### config.mk
export PLATFORM = sky130hd
export DESIGN_NAME = fetch_pc_unit_flat
export DESIGN_NICKNAME = d
export VERILOG_FILES = /design/src/rtl/fetch_pkg.sv /design/src/rtl/fetch_pc_unit_if.sv /design/src/rtl/fetch_pc_unit.sv /design/src/flat_wrapper.sv
export SDC_FILE = /design/constraint.sdc
export NUM_CORES = 1
export LEC_CHECK = 0
export CORE_MARGIN = 3
export CORE_UTILIZATION = 31
export CTS_BUF_LIST = sky130_fd_sc_hd__clkbuf_16
export CTS_CLUSTER_DIAMETER = 150
export DETAILED_ROUTE_END_ITERATION = 7
export GPL_ROUTABILITY_DRIVEN = 0
export HOLD_SLACK_MARGIN = 0.06
export PLACE_DENSITY = 0.57
export REMOVE_ABC_BUFFERS = 1
export SKIP_CTS_REPAIR_TIMING = 1
export SLEW_MARGIN = 20
export SYNTH_ARGS = -nofsm -noshare
export SYNTH_HDL_FRONTEND = slang
export SYNTH_SLANG_ARGS = --single-unit
### constraint.sdc
create_clock -name clk -period 5.65 [get_ports clk]
set_input_delay 1.695 -clock clk [delete_from_list [all_inputs] [get_ports clk]]
set_output_delay 1.695 -clock clk [all_outputs]
set_load 0.1 [all_outputs]
### src/rtl/fetch_pkg.sv
// Shared definitions for the fetch PC unit: FSM encoding and default constants.
package fetch_pkg;

    typedef enum logic [1:0] {
        RUN      = 2'd0,
        VEC_REQ  = 2'd1,
        VEC_LOAD = 2'd2
    } fetch_state_t;

    localparam int unsigned DEF_ADDR_WIDTH   = 32;
    localparam int unsigned DEF_STEP         = 1;
    localparam int unsigned DEF_IRQ_VEC_ADDR = 1;

endpackage

### src/rtl/fetch_pc_unit_if.sv
// Control and instruction-memory signals between the fetch PC unit and its environment.
interface fetch_pc_unit_if
    import fetch_pkg::*;
#(
    parameter int unsigned ADDR_WIDTH = DEF_ADDR_WIDTH
) ();

    logic [ADDR_WIDTH-1:0] prog_start_addr;
    logic                  stall;
    logic                  redirect;
    logic [ADDR_WIDTH-1:0] redirect_addr;
    logic                  irq;
    logic [ADDR_WIDTH-1:0] vec_data;
    logic [ADDR_WIDTH-1:0] fetch_addr;
    logic                  fetch_valid;
    logic [ADDR_WIDTH-1:0] pc;
    logic [ADDR_WIDTH-1:0] epc;
    logic                  irq_ack;

    modport master (
        input  prog_start_addr, stall, redirect, redirect_addr, irq, vec_data,
        output fetch_addr, fetch_valid, pc, epc, irq_ack
    );

    modport slave (
        output prog_start_addr, stall, redirect, redirect_addr, irq, vec_data,
        input  fetch_addr, fetch_valid, pc, epc, irq_ack
    );

endinterface

### src/rtl/fetch_pc_unit.sv
// Program counter and fetch-address generator with redirect, stall and a
// two-cycle interrupt vector fetch (RUN -> VEC_REQ -> VEC_LOAD -> RUN).
module fetch_pc_unit
    import fetch_pkg::*;
#(
    parameter int unsigned ADDR_WIDTH   = DEF_ADDR_WIDTH,
    parameter int unsigned STEP         = DEF_STEP,
    parameter int unsigned IRQ_VEC_ADDR = DEF_IRQ_VEC_ADDR
) (
    input  logic            clk,
    input  logic            rst,
    fetch_pc_unit_if.master bus
);

    typedef logic [ADDR_WIDTH-1:0] addr_t;

    localparam addr_t STEP_A = addr_t'(STEP);
    localparam addr_t IRQ_A  = addr_t'(IRQ_VEC_ADDR);

    fetch_state_t state_q, state_d;
    logic         boot_q;
    addr_t        pc_p0, pc_d, pc_cur;
    addr_t        fetch_addr_p1, fetch_addr_d;
    logic         vld_p1, vld_d;
    addr_t        epc_q, epc_d;
    logic         ack_q, ack_d;

    // boot_q keeps pc following prog_start_addr through reset and the first edge after it,
    // so the reset values of every flop stay constant.
    always_comb begin
        pc_cur       = boot_q ? bus.prog_start_addr : pc_p0;
        state_d      = state_q;
        pc_d         = pc_cur;
        fetch_addr_d = fetch_addr_p1;
        vld_d        = vld_p1;
        epc_d        = epc_q;
        ack_d        = 1'b0;
        if (bus.redirect) begin
            pc_d    = bus.redirect_addr;
            vld_d   = 1'b0;
            state_d = RUN;
        end else begin
            case (state_q)
                RUN: begin
                    if (bus.irq) begin
                        epc_d        = pc_cur;
                        fetch_addr_d = IRQ_A;
                        vld_d        = 1'b0;
                        state_d      = VEC_REQ;
                    end else if (!bus.stall) begin
                        fetch_addr_d = pc_cur;
                        vld_d        = 1'b1;
                        pc_d         = pc_cur + STEP_A;
                    end
                end
                VEC_REQ: state_d = VEC_LOAD;
                VEC_LOAD: begin
                    pc_d    = bus.vec_data;
                    ack_d   = 1'b1;
                    state_d = RUN;
                end
                default: state_d = RUN;
            endcase
        end
    end

    // pc -> fetch_addr stage boundary
    always_ff @(posedge clk or negedge rst) begin
        if (!rst) begin
            state_q       <= RUN;
            boot_q        <= 1'b1;
            pc_p0         <= '0;
            fetch_addr_p1 <= '0;
            vld_p1        <= 1'b0;
            epc_q         <= '0;
            ack_q         <= 1'b0;
        end else begin
            state_q       <= state_d;
            boot_q        <= 1'b0;
            pc_p0         <= pc_d;
            fetch_addr_p1 <= fetch_addr_d;
            vld_p1        <= vld_d;
            epc_q         <= epc_d;
            ack_q         <= ack_d;
        end
    end

    assign bus.pc          = pc_cur;
    assign bus.fetch_addr  = fetch_addr_p1;
    assign bus.fetch_valid = vld_p1;
    assign bus.epc         = epc_q;
    assign bus.irq_ack     = ack_q;

endmodule
### src/flat_wrapper.sv
// flat-port wrapper written by rule: the top's interface ports become plain ports
module fetch_pc_unit_flat import fetch_pkg::*;
#(
    parameter int unsigned ADDR_WIDTH   = DEF_ADDR_WIDTH,
    parameter int unsigned STEP         = DEF_STEP,
    parameter int unsigned IRQ_VEC_ADDR = DEF_IRQ_VEC_ADDR
)
  (clk, rst, bus_prog_start_addr, bus_stall, bus_redirect, bus_redirect_addr, bus_irq, bus_vec_data, bus_fetch_addr, bus_fetch_valid, bus_pc, bus_epc, bus_irq_ack);
  fetch_pc_unit_if #(.ADDR_WIDTH(ADDR_WIDTH)) bus_i ();
  input  logic clk;
  input  logic rst;
  input wire logic [$bits(bus_i.prog_start_addr)-1:0] bus_prog_start_addr;
  input wire logic [$bits(bus_i.stall)-1:0] bus_stall;
  input wire logic [$bits(bus_i.redirect)-1:0] bus_redirect;
  input wire logic [$bits(bus_i.redirect_addr)-1:0] bus_redirect_addr;
  input wire logic [$bits(bus_i.irq)-1:0] bus_irq;
  input wire logic [$bits(bus_i.vec_data)-1:0] bus_vec_data;
  output wire logic [$bits(bus_i.fetch_addr)-1:0] bus_fetch_addr;
  output wire logic [$bits(bus_i.fetch_valid)-1:0] bus_fetch_valid;
  output wire logic [$bits(bus_i.pc)-1:0] bus_pc;
  output wire logic [$bits(bus_i.epc)-1:0] bus_epc;
  output wire logic [$bits(bus_i.irq_ack)-1:0] bus_irq_ack;
  assign bus_i.prog_start_addr = bus_prog_start_addr;
  assign bus_i.stall = bus_stall;
  assign bus_i.redirect = bus_redirect;
  assign bus_i.redirect_addr = bus_redirect_addr;
  assign bus_i.irq = bus_irq;
  assign bus_i.vec_data = bus_vec_data;
  assign bus_fetch_addr = bus_i.fetch_addr;
  assign bus_fetch_valid = bus_i.fetch_valid;
  assign bus_pc = bus_i.pc;
  assign bus_epc = bus_i.epc;
  assign bus_irq_ack = bus_i.irq_ack;
  fetch_pc_unit #(.ADDR_WIDTH(ADDR_WIDTH), .STEP(STEP), .IRQ_VEC_ADDR(IRQ_VEC_ADDR)) u_core (.clk(clk), .rst(rst), .bus(bus_i));
endmodule
==> results.md <==
- The overall track demand over capacity in global routing is 20.8%.
- sky130_fd_sc_hd__dfrtp_1 takes more of the synthesized area than any other cell.
- After routing, the total negative slack on setup checks comes to 0 ns.
- The first global-routing pass estimated 32.2 mm of wire.
- STA puts the critical path data arrival time at 3.12 ns.
- Detailed routing inserted a total of between 5000 and 6000 vias.
- The switching share of total power is 47.0%.
- The clock tree synthesis step divided the H-tree into 3 levels.
- In this run the tightest slew margin relative to its limit is 31.7%.
- The detailed placement HPWL is around 15 mm.
- The worst hold path was traced through 2 stages.
- The final wirelength is approximately 21 mm.
- The post-route netlist has a little over a tenth of its cells at a drive strength greater than 1.
- The maximum vdd drop is 0.222 mV.
- Registers take ~2500 µm².
- The leakage component of the power is 0.00332 µW.
- The core region is 17500 µm².
- The maximum frequency from static timing analysis is just over 0.2 GHz.
- Sequential elements use 45.1% of the synthesized area.
- In this run, CTS created clock tree buffers numbering 9.
- Counting flops with an async set or reset pin after synthesis yields a share of 100%.
- The gate count of the mapped netlist is 626.
- The worst clock skew is between 0.008 and 0.009 ns.
- The type of the setup path with the least slack is in2out.
- The cell internal power dissipation is 1540 µW.
- After synthesis the cells add up to 5600 µm².
- The vertical die dimension is 140 µm.
- The flow ran to the end, and the final reports show no timing, DRC or antenna violations.
- The most used flip-flop cell after synthesis is sky130_fd_sc_hd__dfrtp_1.
- The initial antenna violation count was 0.
- The cell sitting at the root of the clock tree is a sky130_fd_sc_hd__clkbuf_16.
- The total net switching power is 1370 µW.
- The clock slew at the register clock pins of the worst setup and hold paths is ~0.070 ns.
- The endpoint class of the critical path is an output pin.
- The number of register bits inferred by synthesis is 101.
- The maximum clock path buffer count is 2.
- For this run, the number of Yosys warnings is 0.
- The final cell count without fillers is 1035.
- The largest driver fanout on the critical path is 7.
- In this run, synthesis inferred 0 flip-flops with an integrated enable.
- The later pin in the worst-skew pair is clocked with a latency of 0.36 ns.
- Dividing total power by cell area gives a power density of 364 nW/µm².
- Walking the worst path, the cells encountered are clkdlybuf4s50_1 -> mux2i_1 -> inv_1 -> buf_4.
- The detailed-route DRC error count is 0.
- The library cell used most frequently in the layout, excluding fill and tap cells, is sky130_fd_sc_hd__clkdlybuf4s50_1.
- The path category of the worst min-delay check is reg2reg.
- After filler insertion, the fill cell instance count of the layout stands at 1668.
- Measured in cells, the most critical reg-to-reg path has a length of 10.
- The count of input and output buffers is slightly below 200.
- The final cycle utilization of the critical path is 85.2%.
- The number of maximum-capacitance constraint violations is 0.
- In this run the biggest area consumer among cell types represents about 45% of the synthesized area.
- In the final layout, the multi-input gates occupy 2690 µm².
- In this run, distinct cell masters in the synthesized netlist total 61.
- The hold violation count in the final report is 0.
- The number of max-slew violations in the final report is 0.
- The mean number of vias per cell is around 5.3.
- In the final design database the tool counted ~910 nets.
- The number of core rows is 48.
- Entering global routing, the biggest net connects between 60 and 70 pins.
- The total congestion overflow after global routing is 0.
- Sequential cells burn between 30 and 40% of the power.
- The slew at the pin closest to its max-slew limit is around 1 ns.
- Setup violations remaining at the end of the flow were counted as 0.
- The routed wire length per instance is 20.0 µm.
- On the worst path, the slowest cell contributes a delay of 0.56 ns.
- The clock period minus final worst setup slack is approximately 4.8 ns.
- The post-layout worst setup margin is approximately 0.84 ns.
- The post-route total power is 2910 µW.
- The area added between synthesis and finish is 42.6%.
- The first-pass iteration count of the detailed router is 7.
- The first-iteration detailed-routing DRC count is 356.
- In this run the horizontal extent of the chip is 140 µm.
- The initial core utilization is 32.1%.
- The setup slack at placement is around 0.86 ns.
- The worst-case register-to-register setup slack is 1.77 ns.
- Combinational logic is responsible for between 40 and 50% of the overall power.
- The diode insertion count for antenna repair is 0.
- The number of global-route vias before repair is 5474.
- The clock drives 101 sinks.
- The top cell types in the final layout, fill and taps aside, are sky130_fd_sc_hd__clkdlybuf4s50_1 (164), sky130_fd_sc_hd__dfrtp_1 (99), sky130_fd_sc_hd__nor2_1 (67), sky130_fd_sc_hd__a21oi_1 (61), sky130_fd_sc_hd__o21ai_0 (60).
- The critical-path cell with the highest stage delay is sky130_fd_sc_hd__mux2i_1.
- Setup repair after global routing left no endpoint under its margin.
- The startpoint type of the worst setup path is a primary input.
- The number of placed I/O pins is 199.
- By area the synthesized netlist is led by sky130_fd_sc_hd__dfrtp_1 (45%), sky130_fd_sc_hd__mux2i_1 (5.7%), sky130_fd_sc_hd__a21oi_1 (5.4%), sky130_fd_sc_hd__o21ai_0 (5.4%), sky130_fd_sc_hd__nor2_1 (4.5%).
- Including well taps, the total number of placed cells is 1018.
- TritonCTS built the clock tree.
- The full die area is ~20000 µm².
- The synthesized area per cell is about 9.0 µm².
- STA puts the critical path data required time at 3.95 ns.
- The number of nets still failing antenna checks after routing is 0.
- The clock network is responsible for roughly a quarter of the overall power.
==> critical path: cells and delay by family <==
kind / cells / cell delay (ns)
multiplexers: 1 / 0.56
buffers and inverters: 3 / 0.87
==> power groups by stage <==
stage / clock [µW] / sequential [µW] / combinational [µW]
6_report: 695 / 887 / 1320
5_1_grt: 740 / 901 / 1380
4_1_cts: 711 / 887 / 1330
3_5_place_dp: 0 / 900 / 1330
3_3_place_gp: 0 / 897 / 1320
2_1_floorplan: 0 / 1440 / 391
==> cell families (layout without fill, tap and decap cells) <==
group / Yosys count / count (layout) / share of synthesized area (%)
and+or+nand+nor: 195 / 195 / 16.6
DFF: 101 / 101 / 45.1
AOI/OAI and AO/OA: 199 / 199 / 22.3
other: 1 / 1 / 0.0669
xor gates and xnor gates: 8 / 8 / 1.25
adders and majority gates: 1 / 1 / 0.223
muxes: 40 / 40 / 7.32
buffers and inverters: 81 / 265 / 7.17
==> Yosys cell counts, types with 2 or more instances <==
| library cell | count |
|---|---|
| sky130_fd_sc_hd__dfrtp_1 | 100 |
| sky130_fd_sc_hd__nor2_1 | 67 |
| sky130_fd_sc_hd__a21oi_1 | 61 |
| sky130_fd_sc_hd__o21ai_0 | 60 |
| sky130_fd_sc_hd__nand2_1 | 58 |
| sky130_fd_sc_hd__inv_1 | 38 |
| sky130_fd_sc_hd__mux2i_1 | 32 |
| sky130_fd_sc_hd__clkbuf_1 | 30 |
| sky130_fd_sc_hd__nand3_1 | 18 |
| sky130_fd_sc_hd__a211oi_1 | 14 |
| sky130_fd_sc_hd__nand4_1 | 10 |
| sky130_fd_sc_hd__nor3_1 | 9 |
| sky130_fd_sc_hd__mux2_2 | 8 |
| sky130_fd_sc_hd__nand3b_1 | 8 |
| sky130_fd_sc_hd__xnor2_1 | 8 |
| sky130_fd_sc_hd__a221oi_1 | 7 |
| sky130_fd_sc_hd__a22oi_1 | 7 |
| sky130_fd_sc_hd__a2bb2oi_1 | 6 |
| sky130_fd_sc_hd__a221o_1 | 5 |
| sky130_fd_sc_hd__clkbuf_8 | 5 |
| sky130_fd_sc_hd__a22o_1 | 4 |
| sky130_fd_sc_hd__nand4b_1 | 4 |
| sky130_fd_sc_hd__nor4_1 | 4 |
| sky130_fd_sc_hd__a2111oi_0 | 3 |
| sky130_fd_sc_hd__a311oi_1 | 3 |
| sky130_fd_sc_hd__a31oi_1 | 3 |
| sky130_fd_sc_hd__a32o_1 | 3 |
| sky130_fd_sc_hd__buf_2 | 3 |
| sky130_fd_sc_hd__o21a_1 | 3 |
| sky130_fd_sc_hd__o221ai_1 | 3 |
| sky130_fd_sc_hd__o22ai_1 | 3 |
| sky130_fd_sc_hd__or3_1 | 3 |
| sky130_fd_sc_hd__buf_12 | 2 |
| sky130_fd_sc_hd__nor2b_1 | 2 |
| sky130_fd_sc_hd__o21ai_1 | 2 |
| sky130_fd_sc_hd__o21ba_2 | 2 |
| sky130_fd_sc_hd__o22a_1 | 2 |
| sky130_fd_sc_hd__o31ai_1 | 2 |
| sky130_fd_sc_hd__or2_2 | 2 |
==> layout make-up <==
cell class	instances	area share [%]
Clock buffer	9	2.82
Clock inverter	7	1.22
Inverter	38	1.79
Multi-Input combinational cell	444	33.7
Sequential cell	101	31.7
Tap cell	225	3.52
Timing Repair Buffer	211	25.3
==> state kept, by name (all words and copies together), names as in the netlist <==
register and flops:
u_core.boot_q 1, u_core.bus.epc 32, u_core.bus.fetch_addr 32, u_core.bus.fetch_valid 1
u_core.bus.irq_ack 1, u_core.pc_p0 32, u_core.state_q 2
==> metal layers <==
metal | part of all wire (%) | global-route usage [%] | up-vias | wire length [µm]
met5 | 0 | 0 | - | 0
met2 | 48 | 34.7 | 209 | 10000
met4 | 1.2 | 5.15 | 0 | 245
li1 | - | - | 2601 | -
met1 | 44 | 28.2 | 2698 | 9190
met3 | 6.0 | 3.58 | 16 | 1240
==> metrics by stage <==
| step | util, % | cell area [µm²] | hold slack (ns) |
|---|---|---|---|
| after global placement | 43.7 | 7640 | 0.463 |
| after floorplan | - | 5350 | 0.552 |
| final | 45.7 | 7990 | 0.478 |
| after detailed placement | 43.7 | 7640 | 0.472 |
| after global routing | 45.7 | 7990 | 0.504 |
| after CTS | 45.6 | 7960 | 0.488 |
==> path summary, 6_finish.rpt <==
kind,from,end
hold reg to reg,u_core.bus.fetch_addr[17],u_core.bus.fetch_addr[17]
hold / removal,u_core.bus.fetch_addr[17],u_core.bus.fetch_addr[17]
setup / recovery,bus_prog_start_addr[2],bus_pc[2]
min in group asynchronous,rst,u_core.bus.fetch_addr[17]
setup reg to reg,u_core.boot_q,u_core.pc_p0[28]
max in group asynchronous,rst,u_core.pc_p0[21]
No activity file was read; power rests on OpenSTA's default activity.
